==> src/rtl/btn_conditioner_if.sv <==
// btn_conditioner_if: button conditioner signal bundle.
//   btn_i      raw button, active-high, asynchronous to the board clock
//   btn_level  debounced level
//   press_p    one-cycle pulse on accepted press
//   release_p  one-cycle pulse on accepted release
//   long_p     one-cycle pulse when the long-press threshold is reached
//   held_long  high from long_p until release
//   repeat_p   one-cycle auto-repeat pulse
// master: the button/consumer side; slave: the conditioner.
interface btn_conditioner_if;
    logic btn_i;
    logic btn_level;
    logic press_p;
    logic release_p;
    logic long_p;
    logic held_long;
    logic repeat_p;
    modport master (
        output btn_i,
        input  btn_level, press_p, release_p, long_p, held_long, repeat_p
    );
    modport slave (
        input  btn_i,
        output btn_level, press_p, release_p, long_p, held_long, repeat_p
    );
endinterface

==> src/rtl/btn_conditioner.sv <==
// btn_conditioner: synchronise, debounce and classify a raw push-button into clean one-cycle events.
//   clki  board clock, all state on rising edge
//   rs    asynchronous active-low reset
//   bus   btn_conditioner_if.slave (btn_i in; btn_level, press_p, release_p, long_p, held_long, repeat_p out)
// Optional feature: define BTN_REPEAT_EN to compile in auto-repeat; otherwise repeat_p is held at 0.
module btn_conditioner #(
    parameter int DB_CYCLES   = 1000000,
    parameter int LONG_CYCLES = 50000000,
    parameter int REP_CYCLES  = 10000000
) (
    input logic              clki,
    input logic              rs,
    btn_conditioner_if.slave bus
);
    localparam int DW = $clog2(DB_CYCLES + 1);
    localparam int HW = $clog2(LONG_CYCLES + 1);

    if (DB_CYCLES < 2 || LONG_CYCLES < 2 || REP_CYCLES < 2) begin : g_bad_params
        $error("btn_conditioner: cycle parameters must be >= 2");
    end

    typedef enum logic [1:0] {IDLE, PRESSED, LONG} state_t;

    state_t        state, state_n;
    logic          s1, s2, level;
    logic [DW-1:0] db_cnt;
    logic [HW-1:0] hold_cnt, hold_n;
    logic          toggle, rise, fall;
    logic          press_n, release_n, long_n, held_n, rep_n;

    // The FSM reacts to the debounce toggle itself, so its registered pulses
    // appear on the same edge as the new btn_level.
    assign toggle = (s2 != level) && (db_cnt == DW'(DB_CYCLES - 1));
    assign rise   = toggle && !level;
    assign fall   = toggle && level;
    assign bus.btn_level = level;

    always_ff @(posedge clki or negedge rs) begin
        if (!rs) begin
            s1     <= 1'b0;
            s2     <= 1'b0;
            level  <= 1'b0;
            db_cnt <= '0;
        end else begin
            s1     <= bus.btn_i;
            s2     <= s1;
            level  <= level ^ toggle;
            db_cnt <= (s2 == level || toggle) ? '0 : db_cnt + DW'(1);
        end
    end

`ifdef BTN_REPEAT_EN
    localparam int RW = $clog2(REP_CYCLES + 1);
    logic [RW-1:0] rep_cnt, rep_cnt_n;
`endif

    always_comb begin
        state_n   = state;
        hold_n    = hold_cnt;
        press_n   = 1'b0;
        release_n = 1'b0;
        long_n    = 1'b0;
        rep_n     = 1'b0;
`ifdef BTN_REPEAT_EN
        rep_cnt_n = rep_cnt;
`endif
        case (state)
            IDLE: begin
                if (rise) begin
                    press_n = 1'b1;
                    hold_n  = '0;
                    state_n = PRESSED;
                end
            end
            PRESSED: begin
                // release has priority over a coincident long-press threshold
                if (fall) begin
                    release_n = 1'b1;
                    state_n   = IDLE;
                end else if (hold_cnt == HW'(LONG_CYCLES - 1)) begin
                    long_n  = 1'b1;
                    state_n = LONG;
`ifdef BTN_REPEAT_EN
                    rep_cnt_n = '0;
`endif
                end else begin
                    hold_n = hold_cnt + HW'(1);
                end
            end
            LONG: begin
                if (fall) begin
                    release_n = 1'b1;
                    state_n   = IDLE;
                end
`ifdef BTN_REPEAT_EN
                else if (rep_cnt == RW'(REP_CYCLES - 1)) begin
                    rep_n     = 1'b1;
                    rep_cnt_n = '0;
                end else begin
                    rep_cnt_n = rep_cnt + RW'(1);
                end
`endif
            end
            default: state_n = IDLE;
        endcase
        held_n = (state_n == LONG);
    end

    always_ff @(posedge clki or negedge rs) begin
        if (!rs) begin
            state         <= IDLE;
            hold_cnt      <= '0;
            bus.press_p   <= 1'b0;
            bus.release_p <= 1'b0;
            bus.long_p    <= 1'b0;
            bus.held_long <= 1'b0;
            bus.repeat_p  <= 1'b0;
        end else begin
            state         <= state_n;
            hold_cnt      <= hold_n;
            bus.press_p   <= press_n;
            bus.release_p <= release_n;
            bus.long_p    <= long_n;
            bus.held_long <= held_n;
            bus.repeat_p  <= rep_n;
        end
    end

`ifdef BTN_REPEAT_EN
    always_ff @(posedge clki or negedge rs) begin
        if (!rs) rep_cnt <= '0;
        else     rep_cnt <= rep_cnt_n;
    end
`endif
endmodule

==> src/flat_wrapper.sv <==
// flat-port wrapper written by rule: the top's interface ports become plain ports
module btn_conditioner_flat 
#(
    parameter int DB_CYCLES   = 1000000,
    parameter int LONG_CYCLES = 50000000,
    parameter int REP_CYCLES  = 10000000
)
  (clki, rs, bus_btn_i, bus_btn_level, bus_press_p, bus_release_p, bus_long_p, bus_held_long, bus_repeat_p);
  btn_conditioner_if bus_i ();
  input logic clki;
  input logic rs;
  input wire logic [$bits(bus_i.btn_i)-1:0] bus_btn_i;
  output wire logic [$bits(bus_i.btn_level)-1:0] bus_btn_level;
  output wire logic [$bits(bus_i.press_p)-1:0] bus_press_p;
  output wire logic [$bits(bus_i.release_p)-1:0] bus_release_p;
  output wire logic [$bits(bus_i.long_p)-1:0] bus_long_p;
  output wire logic [$bits(bus_i.held_long)-1:0] bus_held_long;
  output wire logic [$bits(bus_i.repeat_p)-1:0] bus_repeat_p;
  assign bus_i.btn_i = bus_btn_i;
  assign bus_btn_level = bus_i.btn_level;
  assign bus_press_p = bus_i.press_p;
  assign bus_release_p = bus_i.release_p;
  assign bus_long_p = bus_i.long_p;
  assign bus_held_long = bus_i.held_long;
  assign bus_repeat_p = bus_i.repeat_p;
  btn_conditioner #(.DB_CYCLES(DB_CYCLES), .LONG_CYCLES(LONG_CYCLES), .REP_CYCLES(REP_CYCLES)) u_core (.clki(clki), .rs(rs), .bus(bus_i));
endmodule
==> config.mk <==
export PLATFORM = sky130hd
export DESIGN_NAME = btn_conditioner_flat
export DESIGN_NICKNAME = d
export VERILOG_FILES = /design/src/rtl/btn_conditioner_if.sv /design/src/rtl/btn_conditioner.sv /design/src/flat_wrapper.sv
export SDC_FILE = /design/constraint.sdc
export NUM_CORES = 1
export LEC_CHECK = 0
export CORE_ASPECT_RATIO = 0.9
export CORE_UTILIZATION = 60
export DETAILED_ROUTE_END_ITERATION = 6
export PLACE_DENSITY = 0.82
export REMOVE_ABC_BUFFERS = 1
export SETUP_SLACK_MARGIN = 0.05
export SLEW_MARGIN = 20
export SYNTH_ARGS = -nofsm -noshare
export SYNTH_HDL_FRONTEND = slang
export SYNTH_SLANG_ARGS = --single-unit
==> constraint.sdc <==
create_clock -name clki -period 6.1 [get_ports clki]
set_input_delay 0.61 -clock clki [delete_from_list [all_inputs] [get_ports clki]]
set_output_delay 0.61 -clock clki [all_outputs]
set_load 0.05 [all_outputs]
## Word level (Yosys, flattened, before mapping)

Index checks and enable logic that the tools add are counted.
Widths: inputs -> output; s select.

- Bits in registers: 55
- Input bits: 3
- Logic and storage cells: 49

- $add $sub $neg: 2
- Eq/ne operators: 10
- Muxes and demuxes: 17
- Bitwise logic cells: 1
- Reduce and logical (&&, ||, !) cells: 9

Operators by type and width:

| cell | number |
|---|---|
| $mux 26 | 3 |
| $pmux 26 s2 | 1 |
| $add 26x1->26 const B | 1 |
| $eq 26x26->1 const B | 1 |
| $add 20x1->20 const B | 1 |
| $eq 20x20->1 const B | 1 |
| $mux 20 | 1 |
| $mux 2 | 4 |
| $mux 1 | 7 |
| $pmux 2 s3 | 1 |
| $eq 2x2->1 const B | 2 |
| $ne 2x2->1 const B | 2 |
| $reduce_and 4->1 | 1 |
| $logic_and 1x1->1 | 3 |
| $eq 2x1->1 const B | 1 |
| $logic_not 2->1 | 1 |
| $ne 2x1->1 const B | 1 |
| $reduce_bool 2->1 | 1 |
| $reduce_or 2->1 | 1 |
| $eq 1x1->1 | 1 |
| $logic_not 1->1 | 1 |
| $logic_or 1x1->1 | 1 |
| $ne 1x1->1 | 1 |
| $xor 1x1->1 | 1 |

## Depth between registers and ports, before layout

Gate-level depths: netlist of the first run.

- Word-level depth: 6
- Mapped depth: 8
- Mapped depth without buffers: 8

## Worst setup path after synthesis of the first run

No wires, ideal clock.

- Path kind: register -> register
- Start: register u_core.db_cnt[7]
- End: register u_core.hold_cnt[24]
- Arrival time: 2,698 ps
- Slack: 3,272 ps
- Cell stages (with the launch flop): 9
- Buffers on the path: 2
- Cells stage by stage: dfrtp_1 -> or4_1 -> or4_1 -> buf_2 -> or2_4 -> a2111o_1 -> buf_6 -> a211oi_1 -> o221ai_2

- Cells in the longest elaborated chain, start to end: 5

RTL lines:

| what | line | source |
|---|---|---|
| start, declared | btn_conditioner.sv:26 | `logic [DW-1:0] db_cnt;` |
| start signal, assigned | btn_conditioner.sv:48 | `db_cnt <= (s2 == level \|\| toggle) ? '0 : db_cnt + DW'(1);` |
| $eq 20x20->1 (*) | btn_conditioner.sv:33 | `assign toggle = (s2 != level) && (db_cnt == DW'(DB_CYCLES - 1));` |
| $logic_and 1x1->1 (*) | btn_conditioner.sv:33 |  |
| $logic_and 1x1->1, on equally long branches | btn_conditioner.sv:35, btn_conditioner.sv:34 |  |
| $ne 2x2->1 (no line) or $ne 2x1->1 (tied branches) | -- |  |
| $reduce_and 4->1 (no line) (*) | -- |  |
| end signal, assigned | btn_conditioner.sv:120 | `hold_cnt <= hold_n;` |
| end, declared | btn_conditioner.sv:27 | `logic [HW-1:0] hold_cnt, hold_n;` |

Mark *: on every way between the ends. The rest lies on a longest branch, timed or not.
A chain may end at the register's enable or synchronous reset.

## Worst setup path in the final report of the first run

Same ends and word-level chain as after synthesis.

==> results.md, run 1 <==
- Status: finished clean
- DR WL/cell: 16.6 µm
- Site row count: 24
- Diodes inserted: 0
- Final setup viols: 0
- Largest net degree at the start of global routing: 56
- Clock sink count: 55
- Hold_buf cts: 0
- Hold WC Path Type: flop to flop
- Syn Area/Cell: 9.24 µm²
- Final hold violations: 0
- Power, Total: 674 µW
- Worst-Skew Late Latency: 0.32 ns
- Max cap viols: 0
- Detailed-placement wirelength estimate: 4210 µm
- Worst Setup Path Type: flop to flop
- CTS tree: yes
- Synth warn: 0
- Min Tclk post-route: 3.27 ns
- 1st-pass router iterations: 5
- Initial DRC count: 275
- Vias in the first global route: 2423
- Global-route wire length before repair: 11700 µm
- Initial Util: 62.8%
- Distinct cells, synth: 52
- Fin Clk Skew: 0.00540 ns
- Arr. time, crit path: 3.47 ns
- Die H: 69.9 µm
- Final ANT Viol Nets: 0
- Area Growth Syn to Fin: 7.16%
- GRT Total Usage: 27.1%
- RePlAce Congestion: 0.843
- Synth area leader: dfrtp_1
- Rel. slew slack: 34.4%
- Grt total ovfl: 0
- Post-cts gate resize count: 0
- CTS Buf Count: 5
- R2R Setup Slk: 2.83 ns
- Nets: 340
- Hold WS: 0.358 ns
- Area of the mapped netlist: 3080 µm²
- Number of setup buffers added after CTS: 0
- Cells after Synth: 333
- Hold_sp: u_core.s1
- Share of layout cells above drive strength 1: 5.72%
- Unrepaired setup endpoints after global routing: false
- Total power divided by cell area: 205 nW/µm²
- FF-to-FF Start: u_core.db_cnt[7]
- Synth top cells by count: 55 x dfrtp_1, 31 x nor2_1, 27 x nand2_1, 27 x nand3_1
- Register bit total from synthesis: 55
- DR vias: 2583
- Least-Margin Pin Slew: 0.975 ns
- Top post-synthesis cells by area: dfrtp_1 45%, nand3_1 4.4%, xor2_1 4.0%, nor2_1 3.8%, nand2_1 3.3%
- Static leakage: 0.00137 µW
- Initial antenna violation count: 0
- Clock root buffer: clkbuf_8
- Top FF cell, synth: dfrtp_1
- Synth top area share: 44.8%
- WP data required: 6.31 ns
- Core footprint: 4890 µm²
- Sw Ratio: 20.8%
- Sequential Power Share: 54.7%
- Max clock buf depth: 2
- Die area: 5420 µm²
- CP Launch Point: u_core.db_cnt[7]
- Final TNS setup: 0 ns
- CP Max Fanout: 20
- Combinational Power Share: 2.2%
- Clock power frac: 43.1%
- DRC: 0
- Worst IR Drop VDD: 0.122 mV
- Reg clk slew, reported paths: 0.10 ns
- Fin crit share: 53.5%
- Buffers on Ports: 7
- Drt total wl: 6590 µm
- Ys async rst share: 100%
- Die Wd: 77.5 µm
- Internal power component: 534 µW
- Most common cell in the netlist: dfrtp_1
- Seq/Total Area, Yosys: 44.8%
- FMAX: 0.306 GHz
- Startpoint types: flop
- Crit path capture type: flop
- Switch Pwr: 141 µW
- H-tree depth: 2
- Boundary Pins: 9
- Post-synth EDFFs: 0
- Vias/cell: 6.51
- Pins Over Slew Limit: 0
critical path: stages (launching register included):
cell      delay (ns)
dfrtp_1         0.43
or4_1           0.52
or4_1           0.67
or2_4           0.32
a2111o_1        0.70
a211oi_1        0.38
o221ai_2        0.13
power groups by stage:
stage	Combinational, µW	Clock, µW	Sequential (µW)
global placement	15.4	0	376
floorplan	5.44	0	376
finish	14.8	290	369
detailed placement	15.5	0	376
global route	17.9	303	369
CTS	15.6	291	369
cell usage in the layout, fill, tap and decap left out, types with 4 or more instances in the layout:
cell type,synthesis,layout
o21ai_0,13,12
a21oi_1,6,6
clkbuf_8,0,5
nand4_1,12,12
inv_1,14,14
nand3_1,27,27
and4_1,5,5
nand2_1,27,27
a22oi_1,5,5
xor2_1,14,14
xnor2_1,7,7
o2bb2ai_1,4,4
o22ai_1,7,7
clkdlybuf4s50_1,0,6
mux2i_1,5,5
ha_1,6,6
nor3_1,4,4
dfrtp_1,55,55
and3_1,15,15
nor4_1,5,5
nor2_1,31,31
cell families after synthesis:
kind of cell    after synthesis  synth area share (%)
simple gates                149                  25.8
flops                        55                  44.8
fa+ha+maj                     6                  2.44
other cells                   1                 0.122
buf+inv                      33                  4.48
xor+xnor                     21                  5.98
compound gates               63                  14.8
mux                           5                  1.63
path summary, 6_finish.rpt:
path / end / depth (start not counted)
max: u_core.hold_cnt[24] / 6
min: u_core.s2 / 0
max reg2reg: u_core.hold_cnt[24] / 6
min reg2reg: u_core.s2 / 0
max in group asynchronous: u_core.db_cnt[11] / 2
min in group asynchronous: u_core.db_cnt[17] / 2
layout make-up:
| type | count | area, µm² |
|---|---|---|
| Clock buffer | 5 | 68.8 |
| Clock inverter | 3 | 67.6 |
| Fill cell | 374 | 1600 |
| Inverter | 14 | 52.6 |
| Multi-Input combinational cell | 245 | 1560 |
| Sequential cell | 55 | 1380 |
| Tap cell | 65 | 81.3 |
| Timing Repair Buffer | 10 | 87.6 |
metal layers:
layer / GRT usage [%] / part of all wire, % / vias up
met5: 0 / 0 / -
met4: 9.43 / 1.4 / 0
met2: 39.8 / 45 / 103
met1: 40.6 / 47 / 1260
li1: - / - / 1210
met3: 4.44 / 7.0 / 10
stage by stage:
step                util [%]  instances  setup WS [ns]  cell area (µm²)
floorplan                  -        314           3.00             2990
global placement        64.5        389           2.92             3160
detailed placement      64.5        389           2.87             3160
CTS                     67.3        397           2.85             3300
global route            67.3        397           2.69             3300
finish                  67.3        397           2.83             3300
state kept, by name, summed over array words and instances, names as in the netlist, named ones only:
register / flops
u_core.bus.held_long: 1
u_core.bus.long_p: 1
u_core.s2: 1
u_core.hold_cnt: 26
u_core.bus.release_p: 1
u_core.bus.press_p: 1
u_core.s1: 1
u_core.db_cnt: 20
u_core.state: 2
Power figures use the tool's default switching activity.
==> run 2: changes to the inputs <==
--- a/config.mk
+++ b/config.mk
@@ -6,9 +6,9 @@
 export NUM_CORES = 1
 export LEC_CHECK = 0
 export CORE_ASPECT_RATIO = 0.9
-export CORE_UTILIZATION = 60
+export CORE_UTILIZATION = 55
 export DETAILED_ROUTE_END_ITERATION = 6
-export PLACE_DENSITY = 0.82
+export PLACE_DENSITY = 0.79
 export REMOVE_ABC_BUFFERS = 1
 export SETUP_SLACK_MARGIN = 0.05
 export SLEW_MARGIN = 20
==> constraint.sdc (replaced) <==
create_clock -name clki -period 2.9 [get_ports clki]
set_input_delay 0.29 -clock clki [delete_from_list [all_inputs] [get_ports clki]]
set_output_delay 0.29 -clock clki [all_outputs]
set_load 0.05 [all_outputs]
==> run 2 against run 1 <==
  * Register-to-register slack worse by 2.7 ns
  * Global-route usage down 2.6 points
  * Critical path depth up 1
  * First-iteration DRC count down 22%
  * Die area up 8.8%
  * Via count up 2.2%
  * Design area up 4.6%
  * Worst hold slack worse by 0.25 ns
  * Total power up 83%
  * Combinational power up 120%
  * Sequential share of layout area down 1.8 points
  * Count of clock-buffer cells in the layout unchanged
  * Critical endpoint is now u_core.hold_cnt[5]
  * Highest routed layer unchanged
==> results.md, run 2 (synthesis gave the netlist of run 1 again) <==
- WP data required: 3.10 ns
- Buffers on Ports: 7
- Unrepaired setup endpoints after global routing: true
- Reg clk slew, reported paths: 0.10 ns
- Commonest non-fill, non-tap cell in the layout: dfrtp_1
- Worst IR Drop VDD: 0.219 mV
- CTS Buf Count: 5
- Fillers: 433
- Die Wd: 80.8 µm
- GRT Total Usage: 24.6%
- Initial antenna violation count: 0
- Drt total wl: 6830 µm
- Share of layout cells above drive strength 1: 12.6%
- Dpl cell area: 3290 µm²
- Worst setup path end: u_core.hold_cnt[5]
- Clock power frac: 34.5%
- Hold WC Path Type: input port to async pin
- Final hold violations: 0
- Diodes inserted: 0
- Top Registers: u_core.hold_cnt (26), u_core.db_cnt (20), u_core.state (2)
- Switch Pwr: 287 µW
- Worst R2R End: u_core.hold_cnt[5]
- Max FFs per register: 26
- Final ANT Viol Nets: 0
- Global-route wire length before repair: 11100 µm
- Static leakage: 0.00145 µW
- Setup WS pre-CTS: 0.0145 ns
- DR vias: 2639
- Pins Over Slew Limit: 0
- Hold_buf cts: 0
- Final setup viols: 0
- Die H: 72.9 µm
- Sequential Power Share: 62.9%
- Worst R2R Path Depth: 7
- Post-route setup slack: 0.117 ns
- Fin Clk Skew: 0.0117 ns
- Min Tclk post-route: 2.78 ns
- Startpoint types: flop
- Core footprint: 5320 µm²
- Largest net degree at the start of global routing: 56
- Area Growth Syn to Fin: 12.0%
- Status: finished clean
- Grt total ovfl: 0
- Clock root buffer: clkbuf_8
- Vias/cell: 6.33
- Least-Margin Pin Slew: 0.685 ns
- 1st-pass router iterations: 6
- Detailed-placement wirelength estimate: 4610 µm
- DRC: 0
- Boundary Pins: 9
- Final Cell Area: 3450 µm²
- Nets: 358
- Final core occ: 64.8%
- DR WL/cell: 16.4 µm
- Rel. slew slack: 54.4%
- H-tree depth: 2
- Initial DRC count: 214
- Crit path capture type: flop
- FF-to-FF Start: u_core.db_cnt[7]
- Vias in the first global route: 2333
- Die area: 5900 µm²
- CTS tree: yes
- Site row count: 25
- Worst-Skew Late Latency: 0.31 ns
- FMAX: 0.359 GHz
- R2R Setup Slk: 0.12 ns
- Top reg by flops: u_core.hold_cnt
- CP Launch Point: u_core.db_cnt[7]
- Combinational Power Share: 2.6%
- Max clock buf depth: 2
- RePlAce Congestion: 0.840
- Arr. time, crit path: 2.98 ns
- Sw Ratio: 23.3%
- Clock sink count: 55
- CP Max Fanout: 7
- Initial Util: 57.8%
- Most frequent cells in the layout: 55 x dfrtp_1, 30 x nor2_1, 27 x nand2_1, 27 x nand3_1, 18 x buf_4
- Total power divided by cell area: 358 nW/µm²
- Internal power component: 947 µW
- Max cap viols: 0
- Worst Setup Path Type: flop to flop
- Fin crit share: 96.0%
## run 2: cell types whose count changed in the layout (fill, tap and decap cells not counted), sizes merged
| cell | change |
|---|---|
| clkinvlp | +1 |
| clkinv | +1 |
| buf | +18 |
| bufinv | -2 |
## run 2: worst max-delay path: stages, from the launching register on
cell      delay (ns)
dfrtp_1         0.38
or4_1           0.52
or4_4           0.55
or2_4           0.26
a2111o_1        0.50
buf_6           0.20
a22oi_2         0.16
o22ai_1         0.10
## run 2: worst min path at each step
stage / startpoint / endpoint / slack, ns
floorplan: rs / async pin / -0.006
global placement: u_core.s1 / u_core.s2 / 0.33
CTS: rs / u_core.hold_cnt[10] / 0.12
global route: rs / u_core.db_cnt[15] / 0.15
detailed placement: u_core.s1 / u_core.s2 / 0.34
finish: rs / u_core.hold_cnt[0] / 0.11
## run 2: layout make-up
type                       instances  area, µm²  share of cell area [%]
timing repair buffer              28        243                    7.04
sequential                        55       1380                    39.9
clock inverter                     3       20.0                   0.581
tap                               67       83.8                    2.43
inverter                          14       52.6                    1.53
clock buffer                       5       68.8                    2.00
multi-input combinational        245       1600                    46.5
## run 2: metal layers
layer	vias up	part of all wire, %	global-route usage, %
met3	13	5.3	4.13
met1	1275	48	34.9
met5	-	0	0
li1	1244	-	-
met4	0	1.3	7.54
met2	107	46	38.3
## run 2: power by group through the flow
| stage | Clock (µW) | Combinational [µW] | Sequential, µW |
|---|---|---|---|
| after global routing | 467 | 36.7 | 777 |
| after global placement | 0 | 32.7 | 791 |
| after floorplan | 0 | 11.4 | 790 |
| after detailed placement | 0 | 33.1 | 791 |
| after CTS | 435 | 33.3 | 776 |
| final | 426 | 31.9 | 776 |
## run 2: stage by stage
stage	total power, µW	setup TNS, ns	hold slack [ns]	std cells
floorplan	801	-1.51	-0.00559	314
global placement	823	0	0.334	407
detailed placement	824	0	0.340	407
CTS	1240	0	0.123	415
global route	1280	0	0.148	417
finish	1230	0	0.105	417
## run 2: what timing repair did
item                       in CTS  in global routing
setup endpoints to repair       2                 14
setup buffers                   0                  1
gates resized for setup         1                 13
pin swaps                       1                  2
cloned                          0                  1
==> run 3: changes to the inputs <==
--- a/config.mk
+++ b/config.mk
@@ -8,6 +8,7 @@
 export CORE_ASPECT_RATIO = 0.9
 export CORE_UTILIZATION = 55
 export DETAILED_ROUTE_END_ITERATION = 6
+export MAX_ROUTING_LAYER = met4
 export PLACE_DENSITY = 0.79
 export REMOVE_ABC_BUFFERS = 1
 export SETUP_SLACK_MARGIN = 0.05
==> run 3 against run 2 <==
  * Worst hold slack got worse by 0.012 ns
  * Utilization unchanged
  * Die area unchanged
  * Cell count unchanged
  * Register-to-register slack about the same
  * Flip-flop and latch count unchanged
  * Clock power about the same
  * Via count about the same
  * Count of clock-buffer cells in the layout unchanged
  * Global-route usage increased by 0.75 points
  * Highest routed layer unchanged
==> results.md, run 3 (synthesis gave the netlist of run 1 again) <==
- CP Max Fanout: 7
- Largest net degree at the start of global routing: 56
- DRC: 0
- Grt total ovfl: 0
- Final setup viols: 0
- Clock root buffer: clkbuf_8
- Vias/cell: 6.32
- Nets: 358
- Startpoint types: flop
- Site row count: 25
- Core footprint: 5320 µm²
- Die Wd: 80.8 µm
- Drt total wl: 6780 µm
- Min Tclk post-route: 2.78 ns
- Most frequent cells in the layout: 55 x dfrtp_1, 30 x nor2_1, 27 x nand2_1, 27 x nand3_1, 18 x buf_4
- Die area: 5900 µm²
- Top Registers: u_core.hold_cnt (26), u_core.db_cnt (20), u_core.state (2)
- H-tree depth: 2
- Hold WC Path Type: input port to async pin
- Final hold violations: 0
- DR vias: 2637
- Fin Clk Skew: 0.00977 ns
- Initial Util: 57.8%
- Status: finished clean
- Power, Total: 1230 µW
- Max FFs per register: 26
- Reg clk slew, reported paths: 0.10 ns
- Initial DRC count: 221
- Max clock buf depth: 2
- Detailed-placement wirelength estimate: 4610 µm
- Global-route wire length before repair: 11100 µm
- Commonest non-fill, non-tap cell in the layout: dfrtp_1
- Least-Margin Pin Slew: 0.689 ns
- Arr. time, crit path: 2.98 ns
- Top reg by flops: u_core.hold_cnt
- Fin crit share: 95.9%
- GRT Total Usage: 25.3%
- Unrepaired setup endpoints after global routing: true
- Boundary Pins: 9
- Share of layout cells above drive strength 1: 12.6%
- Static leakage: 0.00145 µW
- CTS tree: yes
- Max cap viols: 0
- Setup WS pre-CTS: 0.0145 ns
- Worst Setup Path Type: flop to flop
- Initial antenna violation count: 0
- FMAX: 0.360 GHz
- Vias in the first global route: 2340
- R2R Setup Slk: 0.12 ns
- Final TNS setup: 0 ns
- Post-route setup slack: 0.119 ns
- Rel. slew slack: 54.1%
- Worst-Skew Late Latency: 0.31 ns
- Die H: 72.9 µm
- Final ANT Viol Nets: 0
- Pins Over Slew Limit: 0
- Buffers on Ports: 7
- Total power divided by cell area: 358 nW/µm²
- Worst IR Drop VDD: 0.217 mV
- Diodes inserted: 0
- CTS Buf Count: 5
- WP data required: 3.10 ns
- RePlAce Congestion: 0.853
- Clock sink count: 55
- Area Growth Syn to Fin: 12.0%
- 1st-pass router iterations: 5
- Crit path capture type: flop
- DR WL/cell: 16.3 µm
==> run 3: stage by stage <==
| step | utilization, % | hold slack (ns) | instance area, µm² | std cells |
|---|---|---|---|---|
| after floorplan | - | -0.00559 | 2990 | 314 |
| after global placement | 62.0 | 0.334 | 3290 | 407 |
| after detailed placement | 62.0 | 0.340 | 3290 | 407 |
| after CTS | 63.7 | 0.123 | 3390 | 415 |
| after global routing | 64.8 | 0.150 | 3450 | 417 |
| final | 64.8 | 0.0939 | 3450 | 417 |
==> run 3: repair_timing <==
action,in CTS,in global routing
setup endpoints to repair,2,14
pin swaps,1,2
resized for setup,1,13
endpoints found under the hold margin,0,0
hold buffers,0,0
cloned,0,1
buffers inserted,0,1
==> run 3: layer usage <==
metal / GRT usage [%] / vias to the layer above / share of wire, %
met4: 7.54 / 0 / 1.4
met5: - / - / 0
met1: 34.9 / 1283 / 47
met3: 4.13 / 15 / 5.8
li1: - / 1246 / -
met2: 38.3 / 93 / 46
==> run 3: path summary, 6_finish.rpt <==
kind                                  endpoint  depth (start not counted)              from
setup / recovery            u_core.hold_cnt[5]                          7  u_core.db_cnt[7]
setup reg to reg            u_core.hold_cnt[5]                          7  u_core.db_cnt[7]
min in group clki                    u_core.s2                          0         u_core.s1
max in group asynchronous  u_core.hold_cnt[24]                          2                rs
hold reg to reg                      u_core.s2                          0         u_core.s1
hold / removal              u_core.hold_cnt[0]                          2                rs
==> run 3: power by group <==
part	total (µW)	leakage (µW)	internal, µW	switching [µW]
Clock	424	0.0000402	169	255
Sequential	776	0.000762	771	5.30
Combinational	31.9	0.000652	7.11	24.7
Total	1230	0.00145	947	285
==> run 3: layout make-up <==
| type | instances | area (µm²) |
|---|---|---|
| Sequential cell | 55 | 1380 |
| Multi-Input combinational cell | 245 | 1600 |
| Clock inverter | 3 | 20.0 |
| Inverter | 14 | 52.6 |
| Timing Repair Buffer | 28 | 243 |
| Clock buffer | 5 | 68.8 |
| Tap cell | 67 | 83.8 |
| Fill cell | 433 | 1870 |
==> run 3: critical path, cell delays in order, from the launching register on <==
cell and delay (ns):
dfrtp_1 0.38, or4_1 0.52, or4_4 0.55, or2_4 0.26
a2111o_1 0.50, buf_6 0.20, a22oi_2 0.16, o22ai_1 0.10
